===== config.mk =====
export PLATFORM = sky130hd
export DESIGN_NAME = ex_muldiv_unit
export DESIGN_NICKNAME = d
export VERILOG_FILES = /design/src/rtl/ex_muldiv_unit.sv
export SDC_FILE = /design/constraint.sdc
export NUM_CORES = 1
export LEC_CHECK = 0
export BUFFER_PORTS_ARGS = -buffer_cell sky130_fd_sc_hd__buf_2
export CORE_MARGIN = 10
export CORE_UTILIZATION = 37
export CTS_CLUSTER_DIAMETER = 120
export DETAILED_ROUTE_END_ITERATION = 8
export SYNTH_ARGS = -nofsm -noshare
export SYNTH_HDL_FRONTEND = slang
export SYNTH_SLANG_ARGS = --single-unit
export TNS_END_PERCENT = 50

===== constraint.sdc =====
create_clock -name sysclk -period 9.17 [get_ports sysclk]
set_input_delay 0.917 -clock sysclk [delete_from_list [all_inputs] [get_ports sysclk]]
set_output_delay 0.917 -clock sysclk [all_outputs]
set_load 0.03 [all_outputs]

===== src/rtl/ex_muldiv_unit.sv =====
// Iterative 32x32 multiply / 32/32 divide unit with HI/LO registers.
// One radix-2 step per cycle; signed operations run on magnitudes and fix signs at the end.
module ex_muldiv_unit (
  input  logic        sysclk,
  input  logic        reset,
  input  logic        EX_Start,
  input  logic [1:0]  EX_MDOp,
  input  logic [31:0] EX_OperandA,
  input  logic [31:0] EX_OperandB,
  input  logic        EX_HIWrite,
  input  logic        EX_LOWrite,
  input  logic        EX_Flush,
  output logic        MD_Busy,
  output logic        MD_Stall,
  output logic        MD_Done,
  output logic        MD_DivZero,
  output logic [31:0] HI,
  output logic [31:0] LO
);

  typedef enum logic [2:0] {IDLE, MUL, DIV, FIX, DONE} state_t;

  state_t      state, state_next;
  logic [4:0]  count;
  logic [31:0] operand;
  logic [63:0] acc;
  logic        is_div, neg_res, neg_rem, div_zero;

  logic        a_neg, b_neg;
  logic [31:0] abs_a, abs_b;
  logic [32:0] mul_sum;
  logic [63:0] mul_next, mul_prod;
  logic [32:0] div_trial;
  logic        div_ge;
  logic [31:0] div_sub;
  logic [63:0] div_next;
  logic [31:0] quot, rem, fix_hi, fix_lo;

  assign a_neg = EX_MDOp[0] & EX_OperandA[31];
  assign b_neg = EX_MDOp[0] & EX_OperandB[31];
  assign abs_a = a_neg ? -EX_OperandA : EX_OperandA;
  assign abs_b = b_neg ? -EX_OperandB : EX_OperandB;

  // Multiply: acc = {partial product, remaining multiplier bits}, shifted right each step
  assign mul_sum  = {1'b0, acc[63:32]} + (acc[0] ? {1'b0, operand} : 33'd0);
  assign mul_next = {mul_sum, acc[31:1]};

  // Divide: acc = {remainder, remaining dividend / growing quotient}, shifted left each step
  assign div_trial = acc[63:31];
  assign div_ge    = div_trial >= {1'b0, operand};
  assign div_sub   = div_trial[31:0] - operand;
  assign div_next  = div_ge ? {div_sub, acc[30:0], 1'b1} : {acc[62:0], 1'b0};

  assign mul_prod = neg_res ? -acc : acc;
  assign quot     = acc[31:0];
  assign rem      = acc[63:32];
  assign fix_lo   = is_div ? (div_zero ? 32'hFFFF_FFFF : (neg_res ? -quot : quot)) : mul_prod[31:0];
  assign fix_hi   = is_div ? (neg_rem ? -rem : rem) : mul_prod[63:32];

  always_ff @(posedge sysclk or negedge reset) begin
    if (!reset) state <= IDLE;
    else        state <= state_next;
  end

  always_comb begin
    state_next = state;
    MD_Busy    = 1'b0;
    case (state)
      IDLE: if (EX_Start) state_next = EX_MDOp[1] ? DIV : MUL;
      MUL, DIV: begin
        MD_Busy = 1'b1;
        if (count == 5'd0) state_next = FIX;
      end
      FIX: begin
        MD_Busy    = 1'b1;
        state_next = DONE;
      end
      DONE:    state_next = IDLE;
      default: state_next = IDLE;
    endcase
    if (EX_Flush) state_next = IDLE;
  end

  assign MD_Stall   = MD_Busy | (EX_Start & (state == IDLE));
  assign MD_Done    = (state == DONE);
  assign MD_DivZero = MD_Done & div_zero;

  // Flush suppresses every datapath update, including a pending HI/LO commit
  always_ff @(posedge sysclk or negedge reset) begin
    if (!reset) begin
      count    <= 5'd0;
      operand  <= 32'd0;
      acc      <= 64'd0;
      is_div   <= 1'b0;
      neg_res  <= 1'b0;
      neg_rem  <= 1'b0;
      div_zero <= 1'b0;
      HI       <= 32'd0;
      LO       <= 32'd0;
    end else if (!EX_Flush) begin
      case (state)
        IDLE: begin
          if (EX_Start) begin
            count    <= 5'd31;
            is_div   <= EX_MDOp[1];
            neg_res  <= a_neg ^ b_neg;
            neg_rem  <= a_neg;
            div_zero <= EX_MDOp[1] & (EX_OperandB == 32'd0);
            operand  <= EX_MDOp[1] ? abs_b : abs_a;
            acc      <= {32'd0, EX_MDOp[1] ? abs_a : abs_b};
          end else begin
            if (EX_HIWrite) HI <= EX_OperandA;
            if (EX_LOWrite) LO <= EX_OperandA;
          end
        end
        MUL: begin
          acc   <= mul_next;
          count <= count - 5'd1;
        end
        DIV: begin
          acc   <= div_next;
          count <= count - 5'd1;
        end
        FIX: begin
          HI <= fix_hi;
          LO <= fix_lo;
        end
        DONE: begin
          if (EX_HIWrite) HI <= EX_OperandA;
          if (EX_LOWrite) LO <= EX_OperandA;
        end
        default: ;
      endcase
    end
  end

endmodule


# Yosys cells after proc, flatten, opt, wreduce, memory -nomap -nowiden
# Index checks and enable logic that the tools add are counted.
# W data, S select, Z words.
[totals]
mem_count = 0
rom_bits = 0
register_bits = 172
elab_cells = 76
latchBits = 0
inputBits = 72
mem_bits_rw = 0
out_inout_bits = 68
[op_classes]
div = 0
n_reduce_logical = 13
mul = 0
eq_ne = 8
shift = 0
bitwise = 8
mux = 28
add_sub_neg = 8
magnitude_cmp = 1
[op_table]
columns = ["operator", "n"]
rows = [
  ["$mux W32", 14],
  ["$mux W64", 3],
  ["$pmux W32 S3", 2],
  ["$pmux W64 S3", 1],
  ["$neg A32 Y32", 4],
  ["$neg A64 Y64", 1],
  ["$add A32 B32 Y33", 1],
  ["$ge A33 B32 Y1", 1],
  ["$logic_not A32 Y1", 1],
  ["$sub A32 B32 Y32", 1],
  ["$reduce_and A3 Y1", 4],
  ["$pmux W5 S2", 1],
  ["$mux W3", 3],
  ["$pmux W3 S3", 1],
  ["$eq A3 B2 Y1 const B", 2],
  ["$reduce_bool A3 Y1", 2],
  ["$and A1 B1 Y1", 5],
  ["$logic_not A5 Y1", 1],
  ["$mux W5", 1],
  ["$sub A5 B1 Y5 const B", 1],
  ["$ne A2 B2 Y1 const B", 2],
  ["$eq A3 B1 Y1 const B", 1],
  ["$eq A3 B3 Y1 const B", 1],
  ["$logic_not A3 Y1", 1],
  ["other kinds (11)", 11],
]

# Logic depth before layout (Yosys ltp)
[logic_depth]
ltp_word = 5
ltp_mapped = 13
depth_no_buf = 13

# Least setup slack after synthesis
# Ideal clock, no wire load.
[synth_timing]
kind = "register to register"
start = "register acc[0]"
end = "register acc[61]"
path_slack_ns = 5.855
arrival_time_ns = 3.179
synth_period_minus_slack_ns = 3.315
setup_time_ns = 0.135
t_required_ns = 9.035
path_stages_with_launch = 14
cell_sequence = "dfrtp_1 inv_1 clkbuf_1 nor2_1 fa_1 a211oi_1 o21bai_1 o21a_1 o221ai_1 a31oi_1 o311a_1 o21ai_0 mux2i_1 nand3_1"
[synth_via]
elab_chain_cells = 3
[synth_lines]
columns = ["element", "line", "text"]
rows = [
  ["start, declared", "26", "logic [63:0] acc;"],
  ["start signal, assigned", "110", "acc <= {32'd0, EX_MDOp[1] ? abs_a : abs_b};"],
  ["start signal, assigned", "117", "acc <= mul_next;"],
  ["start signal, assigned", "121", "acc <= div_next;"],
  ["$mux W32", "45", "assign mul_sum = {1'b0, acc[63:32]} + (acc[0] ? {1'b0, operand} : 33'd0);"],
  ["$add A32 B32 Y33", "45", ""],
  ["$pmux W64 S3", "101", "case (state)"],
]
# No other way between the ends.
# A chain may end at the register's enable or synchronous reset.

# Worst setup path after layout
# Ends and elaborated chain as after synthesis.

==> metrics.md <==
| Metric | Value |
|---|---|
| Static Leak | 0.00711 µW |
| Post-cts hold buffer count | 0 |
| Layout cell share with drive strength beyond 1 | 0.118 |
| Total setup violations reported at the end of the flow | 0 |
| Std cell rows | 73 |
| Cell-internal power | 2990 µW |
| Average detailed-routed wire length per instance | 23.2 µm |
| Via-to-Cell Ratio | 6.03 |
| Number of input and output port buffers inserted | 139 |
| Part of the Yosys area used for sequential elements | 0.285 |
| Root cell of the clock tree | sky130_fd_sc_hd__clkbuf_16 |
| Number of flops mapped to enable cells by yosys | 0 |
| Later-pin clock latency in the skew report | 0.45 ns |
| Max Fclk | 251 MHz |
| Number of top-level pins | 140 |
| Die area | 49300 µm² |
| Antenna violations before repair | 2 |
| Tot Pwr | 6410 µW |
| First-pass GRT wire length | 89.3 mm |
| Critical path data required time | 9.48 ns |
| Flop pwr share | 0.253 |
| Most common cell after layout, fill and taps aside | sky130_fd_sc_hd__nand2_1 |
| Global route overflow | 0 |
| Top library cells by usage in the layout, fill and taps aside | sky130_fd_sc_hd__nand2_1, sky130_fd_sc_hd__o21ai_0, sky130_fd_sc_hd__nor2_1 |
| Placeable core area | 40100 µm² |
| Buffers inserted by post-CTS timing repair | 0 |
| CTS tree | done |
| Clock Skews | 0.0170 ns |
| Die extent in y | 222 µm |
| Via count of the first global-routing pass | 14400 |
| Number of max-capacitance violations reported | 0 |
| Number of standard cells after synthesis | 1944 |
| Non-Filler Cell Area, Final | 16700 µm² |
| Yosys top cell area share | 0.285 |
| Placed Instance Area | 16100 µm² |
| Clock-pin transition on the worst setup and hold timing paths | 0.07 ns |
| Power density normalized to cell area | 384 nW/µm² |
| H-Tree Level Count | 4 |
| HPWL after DPL | 45.8 mm |
| Fraction of the cycle the final worst path needs | 0.435 |
| Critical Path Start Type | flop |
| Count of clock tree sinks | 172 |
| Syn Std Cell Area | 15100 µm² |
| Setup WS pre-CTS | 5.24 ns |
| Pin count of the biggest net entering global routing | 93 |
| First DRT Iteration DRCs | 1600 |
| Relative slew slack | 0.209 |
| Largest area contributor in the netlist | sky130_fd_sc_hd__dfrtp_1 |
| Number of buffers added by the clock tree synthesis step | 17 |
| Critical Path Slowest Stage Cell | sky130_fd_sc_hd__fa_1 |
| Fin. Hold Viols | 0 |
| Top cells by area, synth | sky130_fd_sc_hd__dfrtp_1, sky130_fd_sc_hd__o21ai_0, sky130_fd_sc_hd__ha_1 |
| Cell chain of the critical path | inv_1 -> buf_4 -> nor2_1 -> fa_1 -> a211oi_1 -> o21bai_1 -> o21a_1 -> o221ai_1 -> a31oi_1 -> o311a_1 -> o21ai_0 -> mux2i_1 -> nand3_1 |
| Result of the run | complete, no violations |
| Mean cell area of the mapped netlist | 7.77 µm² |
| Switching power of the nets | 3420 µW |
| GR Util All Layers | 0.228 |
| Data arrival time at the worst-slack endpoint | 4.30 ns |
| Fraction of power consumed by the clock network | 0.120 |
| Cell variety after synth | 86 |
| Maximum vdd drop | 124 µV |
| Reg2reg path depth | 13 |
| Combinational Power Share | 0.627 |
| Worst Path Max Fanout | 32 |
| Synthesis warning total | 0 |
| Number of nets with antenna violations after detailed routing | 0 |
| Total iterations of the first detailed-routing run | 6 |
| Path class of the lowest-slack min-delay path | in2async |
| Layout Nets | 2134 |
| Via Count | 15200 |
| Transition at the pin with the smallest max-transition slack | 1.18 ns |
| Switching share of power | 0.534 |
| Critical path's largest stage delay | 0.46 ns |
| Async set-reset flop share out of synthesis | 1.00 |
| Resize count post-CTS | 0 |
| Prevailing post-synth register cell | sky130_fd_sc_hd__dfrtp_1 |
| Synth-to-Final Area Change | 10.5% |
| Total Wirelength | 58.8 mm |
| Flip-flop and latch count after synthesis | 172 |
| Synthesized netlist net count | 2088 |
| Maximum number of buffers from clock root to sink | 2 |
| Slack of the critical path | 5.18 ns |
| Detailed-route DRC error count | 0 |
| Final count of pins violating max slew | 0 |
| Worst hold margin | 0.389 ns |
| Endpoint type of the worst setup path | flop |
| Clock period minus worst slack | 3.99 ns |
| Setup CP Type | reg2reg |
| Final GP Congestion | 0.985 |
| Die Width | 222 µm |
| Fin Setup TNS | 0 ns |
| RSZ-0062 raised after global routing | false |
| Starting density of the core | 0.377 |
[routing by layer]
layer	track usage	part of all wire	up-vias
li1	-	-	7161
met1	0.318	0.45	7316
met2	0.334	0.43	672
met3	0.0480	0.078	97
met4	0.0945	0.037	0
met5	0	0	-
[cells in the mapped netlist (10+ instances only)]
library cell / count
sky130_fd_sc_hd__or2_2: 12
sky130_fd_sc_hd__a21o_1: 31
sky130_fd_sc_hd__or3_1: 19
sky130_fd_sc_hd__nor2_1: 185
sky130_fd_sc_hd__or4_1: 10
sky130_fd_sc_hd__mux2i_1: 35
sky130_fd_sc_hd__xnor2_1: 98
sky130_fd_sc_hd__a221oi_1: 31
sky130_fd_sc_hd__and3_1: 11
sky130_fd_sc_hd__ha_1: 70
sky130_fd_sc_hd__dfrtp_1: 172
sky130_fd_sc_hd__nor2b_1: 13
sky130_fd_sc_hd__clkbuf_1: 112
sky130_fd_sc_hd__a21oi_1: 137
sky130_fd_sc_hd__nand3_1: 38
sky130_fd_sc_hd__xor2_1: 73
sky130_fd_sc_hd__o221ai_1: 21
sky130_fd_sc_hd__nor3_1: 28
sky130_fd_sc_hd__a211oi_1: 30
sky130_fd_sc_hd__and2_1: 10
sky130_fd_sc_hd__inv_1: 61
sky130_fd_sc_hd__nand2_1: 233
sky130_fd_sc_hd__nor4_1: 16
sky130_fd_sc_hd__a31oi_1: 18
sky130_fd_sc_hd__o211ai_1: 16
sky130_fd_sc_hd__o22ai_1: 42
sky130_fd_sc_hd__o21ai_0: 210
sky130_fd_sc_hd__nand4_1: 14
sky130_fd_sc_hd__a22oi_1: 12
sky130_fd_sc_hd__o31ai_1: 26
sky130_fd_sc_hd__o21a_1: 19
[power by group through the flow]
stage / Clock [µW] / Sequential (µW) / Combinational (µW)
finish: 768 / 1620 / 4020
global route: 812 / 1670 / 4370
CTS: 782 / 1600 / 3970
detailed placement: 0 / 1620 / 3960
global placement: 0 / 1600 / 3940
floorplan: 0 / 1650 / 2690
[final timing paths]
path,slack (ns),end,startpoint
worst max-delay path,5.18,acc[61],acc[0]
worst min-delay path,0.39,count[0],reset
worst max register to register,5.18,acc[61],acc[0]
worst min register to register,0.48,HI[13],HI[13]
max in group asynchronous,6.68,HI[16],reset
min in group sysclk,0.48,HI[13],HI[13]
[worst max-delay path, delay by kind of cell, from the launching register on]
| family | cells | cell delay (ns) |
|---|---|---|
| fa+ha+maj | 1 | 0.46 |
| flops | 1 | 0.45 |
| compound gates | 7 | 2.03 |
| simple gates | 2 | 0.23 |
| mux | 1 | 0.22 |
| buf+inv | 2 | 0.44 |
[kinds of logic (layout without fill, tap and decap cells)]
kind of cell               count (synthesis)  after routing  share of synthesized area
DFF                                      172            172                      0.285
AOI/OAI and AO/OA                        670            670                      0.284
muxes                                     41             41                     0.0277
buffers and inverters                    189            247                     0.0486
xor gates and xnor gates                 171            171                     0.0991
adders and majority gates                 72             72                     0.0606
and+or+nand+nor                          629            629                      0.195
other                                      0              1                          0
[through the flow]
stage / instances / utilization
2_1_floorplan: 1944 / -
3_3_place_gp: 2496 / 0.402
3_5_place_dp: 2496 / 0.402
4_1_cts: 2527 / 0.417
5_1_grt: 2527 / 0.417
6_report: 2528 / 0.417
[area by class of cell]
type	count	area (µm²)
multi-input combinational	1583	10100
sequential	172	4300
timing repair buffer	154	815
tap	525	657
clock buffer	18	429
inverter	62	233
antenna	1	2.50
fill	4048	23400
clock inverter	13	165
[registers in the layout, summed over array words and instances, names as in the netlist]
| signal | flops |
|---|---|
| HI | 32 |
| LO | 32 |
| acc | 64 |
| count | 5 |
| div_zero | 1 |
| is_div | 1 |
| neg_rem | 1 |
| neg_res | 1 |
| operand | 32 |
| state | 3 |
Power figures use the tool's default switching activity.
